--- src/rtl/wm8731_i2c_config.sv ---
// WM8731 power-up configuration sequencer: walks a fixed register table and
// issues each entry as a 3-byte I2C write, retrying on NACK.
module wm8731_i2c_config #(
   parameter int         CLK_HZ     = 50000000,
   parameter int         I2C_HZ     = 100000,
   parameter logic [6:0] DEV_ADDR   = 7'h1A,
   parameter int         MAX_RETRY  = 3,
   parameter int         AUTO_START = 1
) (
   input  logic       clk,
   input  logic       reset,
   input  logic       start,
   input  logic       sda_i,
   output logic       sda_oe,
   output logic       scl_o,
   output logic       busy,
   output logic       done,
   output logic       error,
   output logic [3:0] err_idx
);

   localparam int            DIV       = CLK_HZ / (4 * I2C_HZ);
   localparam int            DW        = (DIV > 1) ? $clog2(DIV) : 1;
   localparam logic [DW-1:0] DIV_LAST  = DW'(DIV - 1);
   localparam logic [7:0]    RETRY_LIM = 8'(MAX_RETRY);
   localparam logic [3:0]    LAST_IDX  = 4'd9;

   typedef enum logic [3:0] {
      S_IDLE, S_START, S_BYTE, S_ACK, S_STOP, S_GAP, S_NEXT, S_DONE, S_ERR
   } state_t;

   state_t        state;
   logic [DW-1:0] div_cnt;
   logic          tick;
   logic [1:0]    q;
   logic [2:0]    bit_cnt;
   logic [1:0]    byte_cnt;
   logic [3:0]    gap_cnt;
   logic [7:0]    sh;
   logic [3:0]    idx;
   logic [7:0]    retry;
   logic          nack;

   // {reg[6:0], data[8:0]}; R9 (active) goes last so the codec only runs once configured
   function automatic logic [15:0] cfg_word(input logic [3:0] i);
      case (i)
         4'd0:    cfg_word = {7'd15, 9'h000};
         4'd1:    cfg_word = {7'd0,  9'h017};
         4'd2:    cfg_word = {7'd1,  9'h017};
         4'd3:    cfg_word = {7'd2,  9'h079};
         4'd4:    cfg_word = {7'd3,  9'h079};
         4'd5:    cfg_word = {7'd4,  9'h012};
         4'd6:    cfg_word = {7'd5,  9'h000};
         4'd7:    cfg_word = {7'd6,  9'h000};
         4'd8:    cfg_word = {7'd7,  9'h042};
         4'd9:    cfg_word = {7'd9,  9'h001};
         default: cfg_word = 16'h0000;
      endcase
   endfunction

   function automatic logic [7:0] tx_byte(input logic [3:0] i, input logic [1:0] sel);
      logic [15:0] w;
      w = cfg_word(i);
      case (sel)
         2'd0:    tx_byte = {DEV_ADDR, 1'b0};
         2'd1:    tx_byte = w[15:8];
         default: tx_byte = w[7:0];
      endcase
   endfunction

   always_ff @(posedge clk) begin
      if (reset) begin
         div_cnt <= '0;
         tick    <= 1'b0;
      end else if (div_cnt == DIV_LAST) begin
         div_cnt <= '0;
         tick    <= 1'b1;
      end else begin
         div_cnt <= div_cnt + DW'(1);
         tick    <= 1'b0;
      end
   end

   always_ff @(posedge clk) begin
      if (reset) begin
         state    <= S_IDLE;
         sda_oe   <= 1'b0;
         scl_o    <= 1'b1;
         busy     <= 1'b0;
         done     <= 1'b0;
         error    <= 1'b0;
         err_idx  <= 4'd0;
         idx      <= 4'd0;
         retry    <= 8'd0;
         q        <= 2'd0;
         bit_cnt  <= 3'd0;
         byte_cnt <= 2'd0;
         gap_cnt  <= 4'd0;
         sh       <= 8'd0;
         nack     <= 1'b0;
      end else begin
         case (state)
            S_IDLE: begin
               if (AUTO_START != 0 || start) begin
                  busy  <= 1'b1;
                  idx   <= 4'd0;
                  retry <= 8'd0;
                  q     <= 2'd0;
                  state <= S_START;
               end
            end
            S_START: begin
               if (tick) begin
                  if (q == 2'd0) begin
                     sda_oe <= 1'b1;
                     q      <= 2'd1;
                  end else begin
                     scl_o    <= 1'b0;
                     q        <= 2'd0;
                     bit_cnt  <= 3'd7;
                     byte_cnt <= 2'd0;
                     sh       <= tx_byte(idx, 2'd0);
                     nack     <= 1'b0;
                     state    <= S_BYTE;
                  end
               end
            end
            // q0 drive SDA, q1 SCL high, q2 slave samples, q3 SCL low
            S_BYTE: begin
               if (tick) begin
                  q <= q + 2'd1;
                  case (q)
                     2'd0: sda_oe <= ~sh[7];
                     2'd1: scl_o  <= 1'b1;
                     2'd3: begin
                        scl_o <= 1'b0;
                        sh    <= {sh[6:0], 1'b0};
                        if (bit_cnt == 3'd0) state <= S_ACK;
                        else bit_cnt <= bit_cnt - 3'd1;
                     end
                     default: ;
                  endcase
               end
            end
            S_ACK: begin
               if (tick) begin
                  q <= q + 2'd1;
                  case (q)
                     2'd0: sda_oe <= 1'b0;
                     2'd1: scl_o  <= 1'b1;
                     2'd2: nack   <= sda_i;
                     default: begin
                        scl_o <= 1'b0;
                        if (nack || byte_cnt == 2'd2) begin
                           state <= S_STOP;
                        end else begin
                           byte_cnt <= byte_cnt + 2'd1;
                           bit_cnt  <= 3'd7;
                           sh       <= tx_byte(idx, byte_cnt + 2'd1);
                           state    <= S_BYTE;
                        end
                     end
                  endcase
               end
            end
            // SDA low under low SCL, raise SCL, then release SDA while SCL is high
            S_STOP: begin
               if (tick) begin
                  case (q)
                     2'd0: begin
                        sda_oe <= 1'b1;
                        q      <= 2'd1;
                     end
                     2'd1: begin
                        scl_o <= 1'b1;
                        q     <= 2'd2;
                     end
                     default: begin
                        sda_oe  <= 1'b0;
                        q       <= 2'd0;
                        gap_cnt <= 4'd0;
                        state   <= S_GAP;
                     end
                  endcase
               end
            end
            S_GAP: begin
               if (tick) begin
                  gap_cnt <= gap_cnt + 4'd1;
                  if (gap_cnt == 4'd15) state <= S_NEXT;
               end
            end
            S_NEXT: begin
               q <= 2'd0;
               if (nack) begin
                  if ((retry + 8'd1) < RETRY_LIM) begin
                     retry <= retry + 8'd1;
                     state <= S_START;
                  end else begin
                     error   <= 1'b1;
                     err_idx <= idx;
                     busy    <= 1'b0;
                     state   <= S_ERR;
                  end
               end else if (idx == LAST_IDX) begin
                  done  <= 1'b1;
                  busy  <= 1'b0;
                  state <= S_DONE;
               end else begin
                  idx   <= idx + 4'd1;
                  retry <= 8'd0;
                  state <= S_START;
               end
            end
            default: begin
               if (start) begin
                  done  <= 1'b0;
                  error <= 1'b0;
                  idx   <= 4'd0;
                  retry <= 8'd0;
                  q     <= 2'd0;
                  busy  <= 1'b1;
                  state <= S_START;
               end
            end
         endcase
      end
   end

endmodule

--- config.mk ---
export PLATFORM = sky130hd
export DESIGN_NAME = wm8731_i2c_config
export DESIGN_NICKNAME = d
export VERILOG_FILES = /design/src/rtl/wm8731_i2c_config.sv
export SDC_FILE = /design/constraint.sdc
export NUM_CORES = 1
export LEC_CHECK = 0
export CAP_MARGIN = 20
export CORE_MARGIN = 8
export CORE_UTILIZATION = 30
export CTS_CLUSTER_DIAMETER = 150
export DETAILED_ROUTE_END_ITERATION = 12
export PLACE_DENSITY = 0.51
export SYNTH_ARGS = -nofsm -noshare
export SYNTH_HDL_FRONTEND = slang
export SYNTH_SLANG_ARGS = --single-unit
--- constraint.sdc ---
create_clock -name clk -period 4.2 [get_ports clk]
set_clock_uncertainty 0.2 [all_clocks]
set_input_delay 0.84 -clock clk [delete_from_list [all_inputs] [get_ports clk]]
set_output_delay 0.84 -clock clk [all_outputs]
set_load 0.1 [all_outputs]
# Word level (Yosys, flattened, before mapping)
# Memories as Yosys holds them, arrays and structs flattened. A register that Yosys moved wholly into a read port is not among the register bits.
# Cells that the tools add are included.
# totals
in_bits,4
reg_bits,53
n_memories,1
wordCells,209
romBits,176
out_inout_bits,9
# mem_list
memory,words,word_bits,rd,rd_clocked_by_memory_dff,wr,line,rtl
(name not given),16,11,1,1,0,46,case (i)
# classes
n_reduce_logical,36
bitwise_logic,5
n_lt_le_gt_ge,1
eq_ne,45
muxes,97
addsub,7
# ops
op,count
two-way mux 4 bit,22
two-way mux 8 bit,11
case mux 8 bit (3 select lines),2
"!= test 2 bit, second input constant",22
two-way mux 3 bit,10
case mux 4 bit (7 select lines),1
AND reduction 9 bit,3
two-way mux 1 bit,26
AND reduction 4 bit,6
two-way mux 2 bit,9
case mux 8 bit (2 select lines),1
"== test 4 x 3 -> 1 bit, second input constant",3
"!= test 3 bit, second input constant",4
case mux 1 bit (2 select lines),6
case mux 4 bit (3 select lines),1
AND reduction 12 bit,1
case mux 2 bit (5 select lines),1
AND reduction 5 bit,2
OR reduction 2 bit,5
case mux 3 bit (3 select lines),1
"adder 4 x 1 -> 4 bit, second input constant",2
"adder 8 x 1 -> 8 bit, second input constant",1
"== test 4 x 2 -> 1 bit, second input constant",2
"== test 4 bit, second input constant",2
other kinds (30),47

# Logic depth before layout (Yosys ltp)
# Gate-level depths: netlist (run 1).
# depth
word_depth,7
mapped_depth,11
mapped_depth_nobuf,11

# Worst setup path before layout (run 1)
# Ideal clock, no wire load.
# synth_timing
path_type,input to register
start,input port start
end,register with a tool-made name
setup_ns,0.118
path_buffers,0
required_ns,3.882
t_arrival_ns,1.915
slack_ns,1.967
stages,7
cell_sequence,a2bb2oi_2 o21ai_1 and2_1 or2_1 ha_1 mux2i_1 o2bb2ai_1
# synth_lines
element,line,rtl
from (decl),12,"input logic start,"

==> results.md, run 1 <==
- Clk network pwr share: 42.2%
- Syn Nets: approximately 470
- Met3 usage: 2.14%
- Vert. Die Dim: 126 um
- Clock-pin slew on the worst setup and hold paths: roughly 0.060 ns
- Vias: 3159
- Max_slew headroom: 34.9%
- Row cnt: 40
- # fillers: 1231
- IO buf count: 12
- Pwr dens: approximately 430 nW/um^2
- Net Sw Frac: 31.0%
- Synth Area in Compound Gates: between 20 and 25%
- DP Area: 3860 sq um
- Root Driver: clkbuf_16
- DR iter-0 viols: 191
- Status: complete, no violations
- Post-synthesis simple-gate area fraction: 24.4%
- DR pass1 iterations: 5
- Starting density of the core: between 30 and 40%
- Post-route insts no fill: 595
- CTS HTree Levels: 3
- Most frequent cells in the layout: dfxtp_1, nand2_1, a21oi_1
- CP max stage cell: dfxtp_1
- Post-synthesis adder-cell area fraction: 7.19%
- Leakage Power: 1.52 nW
- Number of clock sinks: 63
- Largest net degree at the start of global routing: 25
- Initial antenna violation count: 0
- Post-Synth XOR/XNOR Area: 1.68%
- Top Usage Layer GRT: met2
- CP peak stage delay: approximately 0.86 ns
- F_max: between 0.3 and 0.4 GHz
- Drt wl/cell: 14.6 um
- RSZ-0062 raised after global routing: false
- Synth warn: 0
- Via-to-Cell Ratio: roughly 5.3
- # IOs: 13
- Final WL: 8.67 mm
- CTS tree: done
- DRC viols: 0
- Largest family of logic cells by synthesized area: simple AND/OR/NAND/NOR gates
- Vias in the first global route: 3031
- VDD IR-drop max: 199 uV
- Crit path capture type: register
- Core footprint: 12000 sq um
- Max FO, Critical Path: 24
- Final-stage net count: 468
- Comb power frac: between 10% and 20%
- P_sw: 0.000552 W
- Grt ovf: 0
- First-pass GRT wire length: 14.7 mm
- Fin. Hold Viols: 0
- Final ANT Viol Nets: 0
- Total GRT Usage: ~11%
- Commonest non-fill, non-tap cell in the layout: dfxtp_1
- Synth-to-layout area growth: 14.2%
- Die Wd: 126 um
- Max cap viols: 0
- Placer Congestion: approximately 0.80
- Cts hold-fix bufs: 0
- Diodes inserted: 0
- Syn Inst Count: 441
- Min Clock Period, post-route: 3.07 ns
- Hold Path Class: reg -> reg
- Worst-skew pair later-pin latency: 0.33 ns
- Seq cells post-synth: between 60 and 70
- M2 GR Usage: about 18%
- Worst hold slack: 0.254 ns
- # setup viols final: 0
- Grt met1 use: 14.1%
- Worst-Margin Slew: 0.974 ns
- Final Cycle Share: 73.2%
- Sequential Power Share: 38.4%
- Mapped Area: 3650 sq um
- CP required: ~4.2 ns
- Critical Path Start Type: register
- Util after Layout: 34.9%
- Multiplexer share of the synthesized area: 3.32%
- Avg Cell Area, Syn: roughly 8.3 sq um
- Main synth FF type: dfxtp_1
- Sequential share of the synthesized area: 34.5%
- Final Slew Violations: 0
- Crit path cell chain: nand4bb_1 > nor3_1 > nand2b_1 > a21oi_1 > inv_1 > ha_1 > mux2i_1 > o2bb2ai_1
- Cell area after layout: 4170 sq um
- CTS buffer count: 9
- Critical path type: reg -> reg
- Async set or reset register ratio after synthesis: 0%
- Post-CTS sizing: 0
- Die area: 16000 sq um
- Fin Setup TNS: 0 ns
- Ratio of cells with drive above 1 in the final layout: 8.26%
- Final HPWL DP: 6.29 mm
- Worst Path Arrival: 3.09 ns
- Placed Cells: 579
- Cell Int Power: 0.00123 W
- Clk buf depth: 2
- Post-synth EDFFs: 0
- Post-synth cell types: 75
- Postcts setup bufs: 0
-- power by group through the flow --
stage | Clock [W] | Sequential (W) | Combinational [W]
CTS | 0.000775 | 0.000683 | 0.000349
global route | 0.000800 | 0.000692 | 0.000385
global placement | 0 | 0.000695 | 0.000346
floorplan | 0 | 0.000675 | 0.000287
detailed placement | 0 | 0.000696 | 0.000347
finish | 0.000752 | 0.000684 | 0.000347
-- cell families after synthesis --
kind of cell,count (synthesis)
AO/OA/AOI/OAI,118
XOR/XNOR,7
adder cells (fa/ha/maj),21
buffers and inverters,49
flip-flops,63
multiplexers,12
AND/OR/NAND/NOR,171
-- synth_stat cells (5+ instances only) --
cell / count / share of area (%)
nor2b_1: 9 / 1.5
a21oi_1: 39 / 5.3
nand3_1: 17 / 2.3
buf_2: 5 / 0.69
ha_1: 21 / 7.2
dfxtp_1: 63 / 35
nand4_1: 5 / 0.86
nor4_1: 5 / 0.86
nor3_1: 10 / 1.4
o21ai_0: 8 / 1.1
a211oi_1: 9 / 1.8
nand2_1: 43 / 4.4
o21ai_1: 6 / 0.82
nand2b_1: 8 / 1.4
o21a_1: 5 / 1.0
nor2_1: 37 / 3.8
and3_1: 9 / 1.5
clkbuf_1: 13 / 1.3
inv_1: 20 / 2.1
mux2i_1: 11 / 3.0
-- routing by layer --
metal / part of all wire [%] / vias to the layer above
met5: 0 / -
met4: 1.2 / 0
met3: 2.1 / 9
met2: 49 / 32
met1: 48 / 1511
li1: - / 1607
-- final cells by class --
class	instances	area (sq um)	area share, %
Tap cell	147	184	4.41
Clock buffer	10	239	5.73
Multi-Input combinational cell	329	2180	52.2
Timing Repair Buffer	16	150	3.60
Sequential cell	63	1260	30.2
Inverter	24	90.1	2.16
Clock inverter	6	67.6	1.62
-- final timing paths --
kind / depth (start not counted) / startpoint / endpoint / slack (ns)
max: 8 / state[1] / register / 1.13
min: 2 / sh[7] / sh[7] / 0.25
max reg2reg: 8 / state[1] / register / 1.13
min reg2reg: 2 / sh[7] / sh[7] / 0.25
-- critical path, delay by kind of cell (launching register included) --
family	cells	cell delay [ns]
AOI/OAI and AO/OA	2	0.36
adders and majority gates	1	0.33
buffers and inverters	1	0.13
DFF	1	0.86
muxes	1	0.17
and+or+nand+nor	3	0.91
-- stage by stage --
stage                     power [W]  setup WS [ns]
after floorplan            0.000962           1.97
after global placement      0.00104           1.15
after detailed placement    0.00104           1.06
after CTS                   0.00181           1.18
after global routing        0.00188          0.944
final                       0.00178           1.13
Note: power is estimated with default switching activity, not from simulation.
==> inputs of run 2 (changes only) <==
==> constraint.sdc (replaced) <==
create_clock -name clk -period 3.1 [get_ports clk]
set_clock_uncertainty 0.2 [all_clocks]
set_input_delay 0.62 -clock clk [delete_from_list [all_inputs] [get_ports clk]]
set_output_delay 0.62 -clock clk [all_outputs]
set_load 0.1 [all_outputs]
==> results.md, run 2 (same netlist as run 1, synthesis figures left out) <==
- Status: complete, no violations
- Fin. Hold Viols: 0 (unchanged)
- Final Cycle Share: 79.8% (+6.7 points)
- Critical path's top delay family: simple AND/OR/NAND/NOR gates
- Reg-to-Reg Start: idx[1]
- CP peak stage delay: 0.39 ns (-0.47 ns)
- Worst-Margin Slew: 0.781 ns (-0.193 ns)
- Core footprint: 12000 sq um (unchanged)
- Routed length on met1: 4.14 mm (-0.46%)
- Final HPWL DP: 6.38 mm (+1.4%)
- Final WL: 8.76 mm (+1.1%)
- Most frequent cells in the layout: dfxtp_1, nand2_1, a21oi_1
- Metal2 WL: 4.28 mm (+1.4%)
- Final-stage net count: 474 (+1.3%)
- Clk buf depth: 2 (unchanged)
- Row cnt: 40 (unchanged)
- Number of clock sinks: 63 (unchanged)
- Synth-to-layout area growth: 15.2%
- Via-to-Cell Ratio: 5.23 (-1.5%)
- RSZ-0062 raised after global routing: false
- Critical path's most frequent cell: ha_1
- Max cap viols: 0 (unchanged)
- Worst Slack Setup Final: 0.625 ns (-0.501 ns)
- VDD IR-drop max: 263 uV (+32%)
- Highest Signal Layer: met4
- Largest net degree at the start of global routing: 28 (+12%)
- Hold Crit Depth: 2 (unchanged)
- Total GRT Usage: 11.2% (+0.029 points)
- Max FO, Critical Path: 6 (-75%)
- Commonest non-fill, non-tap cell in the layout: dfxtp_1
- Critical path type: reg -> reg
- WHS Endpoint: sh[0]
- Hold Path Class: reg -> reg
- F_max: 0.404 GHz (+24%)
- Crit path capture type: register
- Grt ovf: 0 (unchanged)
- # IOs: 13 (unchanged)
- Clock-pin slew on the worst setup and hold paths: 0.05 ns (about the same)
- Post-CTS sizing: 0 (unchanged)
- DR iter-0 viols: 206 (+7.9%)
- Crit path from: idx[1]
- Vert. Die Dim: 126 um (unchanged)
- Ratio of cells with drive above 1 in the final layout: 11.5% (+3.2 points)
- Stages on worst setup path: 10 (+2)
- # setup viols final: 0 (unchanged)
- Worst hold start: sh[0]
- Max_slew headroom: 46.6% (+12 points)
- Met3 wire length: 194 um (+6.6%)
- CTS tree: done
- Die Wd: 126 um (unchanged)
- Pwr dens: 601 nW/um^2 (+41%)
- Min Clock Period, post-route: 2.47 ns (-0.599 ns)
- Placer Congestion: 0.822 (+3.0%)
- Worst-skew pair later-pin latency: 0.33 ns (about the same)
- # fillers: 1230 (-0.081%)
- Vias: 3143 (-0.51%)
- Initial antenna violation count: 0 (unchanged)
- Worst Path Arrival: 2.47 ns (-0.62 ns)
- Cts hold-fix bufs: 0 (unchanged)
- Diodes inserted: 0 (unchanged)
- Die area: 16000 sq um (unchanged)
- Final Slew Violations: 0 (unchanged)
- Setup slack, reg-to-reg: 0.63 ns (-0.50 ns)
- Leakage Power: 1.58 nW (+4.2%)
- Cells on worst reg2reg path: 10 (+2)
- Worst Path Buf+Inv: 1 (unchanged)
- Pwr Total: 0.00253 W (+42%)
- Crit path cell chain: inv_1 > ha_1 > and3b_1 > nor3_1 > nand2b_1 > and2_1 > or2_1 > ha_1 > nand4_1 > o311ai_1
- CP max stage cell: dfxtp_1
- Vias in the first global route: 3095 (+2.1%)
- Root Driver: clkbuf_16
- DR pass1 iterations: 4 (-1)
- Postcts setup bufs: 0 (unchanged)
- CTS buffer count: 9 (unchanged)
- Critical Path Start Type: register
- IO buf count: 12 (unchanged)
- Pre-CTS setup slack: 0.343 ns (-0.716 ns)
- Starting density of the core: 30.5% (unchanged)
- CP required: 3.09 ns (-1.12 ns)
- CTS HTree Levels: 3 (unchanged)
- First-pass GRT wire length: 14.6 mm (-0.28%)
- Drt wl/cell: 14.6 um (about the same)
- DRC viols: 0 (unchanged)
- Fin Setup TNS: 0 ns (unchanged)
- Final ANT Viol Nets: 0 (unchanged)
==> run 2: cell count changes in the layout (fill, tap and decap cells not counted) <==
cell,previous run,this run
bufinv_16,1,2
clkinvlp_4,2,0
clkdlybuf4s50_1,12,3
clkinv_2,1,3
buf_4,4,19
inv_6,1,0
==> run 2: worst max-delay path by stage <==
stage                          end  slack, ns
after floorplan           register       0.87
after detailed placement  register       0.34
after CTS                 state[0]       0.62
after global placement    register       0.36
final                     register       0.63
after global routing      state[0]       0.41
==> run 2: routing by layer <==
layer	vias up	track usage, %
met3	12	2.60
met4	0	5.31
met5	-	0
met1	1489	13.2
li1	1613	-
met2	29	19.0
==> run 2: report_power, final <==
part | internal [W] | switching, W | total (W) | leakage [nW]
combinational | 0.000203 | 0.000362 | 0.000566 | 0.908
sequential | 0.000843 | 0.0000241 | 0.000867 | 0.509
clock | 0.000722 | 0.000375 | 0.00110 | 0.162
==> run 2: cell type report <==
class	instances	area [sq um]	share of cell area, %
clock buffers	10	239	5.68
clock inverters	6	83.8	1.99
flip-flops and latches	63	1260	30.0
repair buffers	22	173	4.10
multi-input cells	329	2180	51.8
inverters	24	90.1	2.14
well taps	147	184	4.37
==> run 2: stage by stage <==
step | std cells | cell area (sq um) | util [%] | hold slack, ns
floorplan | 441 | 3650 | - | 0.230
global placement | 585 | 3890 | 32.5 | 0.242
detailed placement | 585 | 3890 | 32.5 | 0.247
CTS | 601 | 4210 | 35.2 | 0.255
global route | 601 | 4210 | 35.2 | 0.278
finish | 601 | 4210 | 35.2 | 0.251
==> run 2: worst min-delay path, cell delays in order (launching register included) <==
cell     delay (ns)
dfxtp_1        0.30
nand2_1        0.05
a21oi_1        0.05
==> inputs of run 3 (changes only) <==
--- a/config.mk
+++ b/config.mk
@@ -10,7 +10,7 @@
 export CORE_UTILIZATION = 30
 export CTS_CLUSTER_DIAMETER = 150
 export DETAILED_ROUTE_END_ITERATION = 12
-export PLACE_DENSITY = 0.51
+export PLACE_DENSITY = 0.53
 export SYNTH_ARGS = -nofsm -noshare
 export SYNTH_HDL_FRONTEND = slang
 export SYNTH_SLANG_ARGS = --single-unit
==> constraint.sdc (replaced) <==
create_clock -name clk -period 2.1 [get_ports clk]
set_clock_uncertainty 0.2 [all_clocks]
set_input_delay 0.42 -clock clk [delete_from_list [all_inputs] [get_ports clk]]
set_output_delay 0.42 -clock clk [all_outputs]
set_load 0.1 [all_outputs]
==> results.md, run 3 (same netlist as run 1, synthesis figures left out) <==
- Critical Path Start Type: register
- Vias in the first global route: 3417 (+10%)
- Post-route insts no fill: 670 (+11%)
- Worst Path Arrival: 2.14 ns (-0.33 ns)
- Worst hold start: sh[2]
- Clk network pwr share: 38.1% (-5.3 points)
- Crit path capture type: register
- # IOs: 13 (unchanged)
- Row cnt: 40 (unchanged)
- Worst Slack Setup Final: -0.0174 ns (-0.643 ns)
- Cts hold-fix bufs: 0 (unchanged)
- VDD IR-drop max: 408 uV (+56%)
- Synth-to-layout area growth: 41.5%
- Total GRT Usage: 12.2% (+1.0 points)
- Diodes inserted: 0 (unchanged)
- DR pass1 iterations: 5 (+1)
- Worst-Margin Slew: 0.360 ns (-0.421 ns)
- WHS Endpoint: sh[2]
- Placer Congestion: 0.854 (+3.9%)
- Reg-to-Reg Start: idx[1]
- Final HPWL DP: 7.01 mm (+10%)
- Placed Cells: 647 (+11%)
- Max FO, Critical Path: 4 (-2)
- Most frequent cells in the layout: buf_4, dfxtp_1, nand2_1
- Final WL: 9.65 mm (+10%)
- # fillers: 1123 (-8.7%)
- Final Cycle Share: 101% (+21 points)
- DR iter-0 viols: 270 (+31%)
- Min Clock Period, post-route: 2.12 ns (-0.357 ns)
- Cells on worst reg2reg path: 10 (unchanged)
- CP required: 2.13 ns (-0.96 ns)
- Pwr dens: 752 nW/um^2 (+25%)
- Max_slew headroom: 75.9% (+29 points)
- Fin. Hold Viols: 0 (unchanged)
- Max cap viols: 0 (unchanged)
- CTS HTree Levels: 3 (unchanged)
- P_sw: 0.00119 W (+56%)
- Setup slack, reg-to-reg: -0.02 ns (-0.64 ns)
- Final Slew Violations: 0 (unchanged)
- Hold Path Class: reg -> reg
- IO buf count: 12 (unchanged)
- Clk buf depth: 2 (unchanged)
- F_max: 0.472 GHz (+17%)
- CTS tree: done
- Grt ovf: 0 (unchanged)
- Largest net degree at the start of global routing: 20 (-29%)
- Leakage Power: 1.97 nW (+25%)
- Number of clock sinks: 63 (unchanged)
- CTS buffer count: 9 (unchanged)
- Worst-skew pair later-pin latency: 0.34 ns (about the same)
- Fin Setup TNS: -0.0257 ns (-0.0257 ns)
- Die area: 16000 sq um (unchanged)
- Drt wl/cell: 14.4 um (-1.2%)
- Initial antenna violation count: 0 (unchanged)
- First-pass GRT wire length: 16.0 mm (+9.5%)
- Status: finished with violations
- DRC viols: 0 (unchanged)
- Pre-CTS setup slack: -0.341 ns (-0.684 ns)
- Sequential Power Share: 33.6% (-0.7 points)
- Hold Crit Depth: 2 (unchanged)
- Die Wd: 126 um (unchanged)
- Net Sw Frac: 30.5% (+0.41 points)
- Comb power frac: 28.3% (+5.9 points)
- # setup viols final: 2 (+2)
- Violated checks: setup timing
- Worst hold slack: 0.255 ns (+0.00446 ns)
- Critical path type: reg -> reg
- Via-to-Cell Ratio: 5.15 (-1.5%)
- Vias: 3453 (+9.9%)
- Clock-pin slew on the worst setup and hold paths: 0.05 ns (about the same)
- Starting density of the core: 30.5% (unchanged)
- Final ANT Viol Nets: 0 (unchanged)
- Vert. Die Dim: 126 um (unchanged)
- Cell Int Power: 0.00270 W (+53%)
- Multi-input gate area: 2470 sq um (+13%)
- RSZ-0062 raised after global routing: true
- Core footprint: 12000 sq um (unchanged)
- Commonest non-fill, non-tap cell in the layout: buf_4
- Final-stage net count: 543 (+15%)
- Root Driver: clkbuf_16
- Ratio of cells with drive above 1 in the final layout: 32.9% (+21 points)
- Storage cell area: 1280 sq um (+1.4%)
-- run 3: cell count changes in the layout (fill, tap and decap cells not counted), sizes merged --
cell,before,now
clkinvlp,0,1
bufinv,2,1
clkbuf,10,13
clkinv,5,2
buf,19,88
-- run 3: what timing repair did --
action	CTS	global route
pin swaps	7	14
resized for setup	22	53
setup endpoints to repair	18	39
buffers inserted	1	6
-- run 3: how the worst max path moves through the flow --
stage                     startpoint        to  slack, ns  depth (start not counted)
after floorplan               idx[1]  register     -0.001                         10
after global placement         start  register      -0.32                          8
after detailed placement       start  register      -0.34                          8
after CTS                     idx[1]  register      -0.06                         10
after global routing        state[2]  register      -0.08                          9
final                         idx[1]  register      -0.02                         10
-- run 3: per-layer routing --
metal / track usage [%] / wire length, um / vias to the layer above
li1: - / - / 1749
met1: 14.6 / 4480 / 1635
met2: 20.0 / 4660 / 55
met3: 2.51 / 303 / 14
met4: 7.01 / 204 / 0
met5: 0 / 0 / -
-- run 3: layout make-up --
type	instances	area share [%]
Inverter	24	1.74
Multi-Input combinational cell	329	47.8
Sequential cell	63	24.7
Tap cell	147	3.56
Clock buffer	13	4.84
Clock inverter	3	0.823
Timing Repair Buffer	91	16.5
-- run 3: metrics by stage --
step           utilization (%)  power, W  area [sq um]
4_1_cts                   40.9   0.00383          4890
3_5_place_dp              37.7   0.00230          4510
2_1_floorplan                -   0.00194          3690
3_3_place_gp              37.7   0.00227          4510
5_1_grt                   43.2   0.00407          5170
6_report                  43.2   0.00389          5170
-- run 3: worst max-delay path: stages, from the launching register on --
cell,delay (ns)
dfxtp_2,0.33
inv_2,0.04
ha_4,0.14
and3b_2,0.23
nor3_4,0.14
nand2b_1,0.10
and2_4,0.18
or2_4,0.24
ha_4,0.22
mux2i_1,0.12
o2bb2ai_1,0.08
-- run 3: power groups by stage --
stage	Sequential, W	Clock [W]	Combinational [W]
floorplan	0.00136	0	0.000582
global placement	0.00132	0	0.000953
detailed placement	0.00132	0	0.000973
CTS	0.00130	0.00152	0.00101
global route	0.00131	0.00157	0.00119
finish	0.00131	0.00148	0.00110
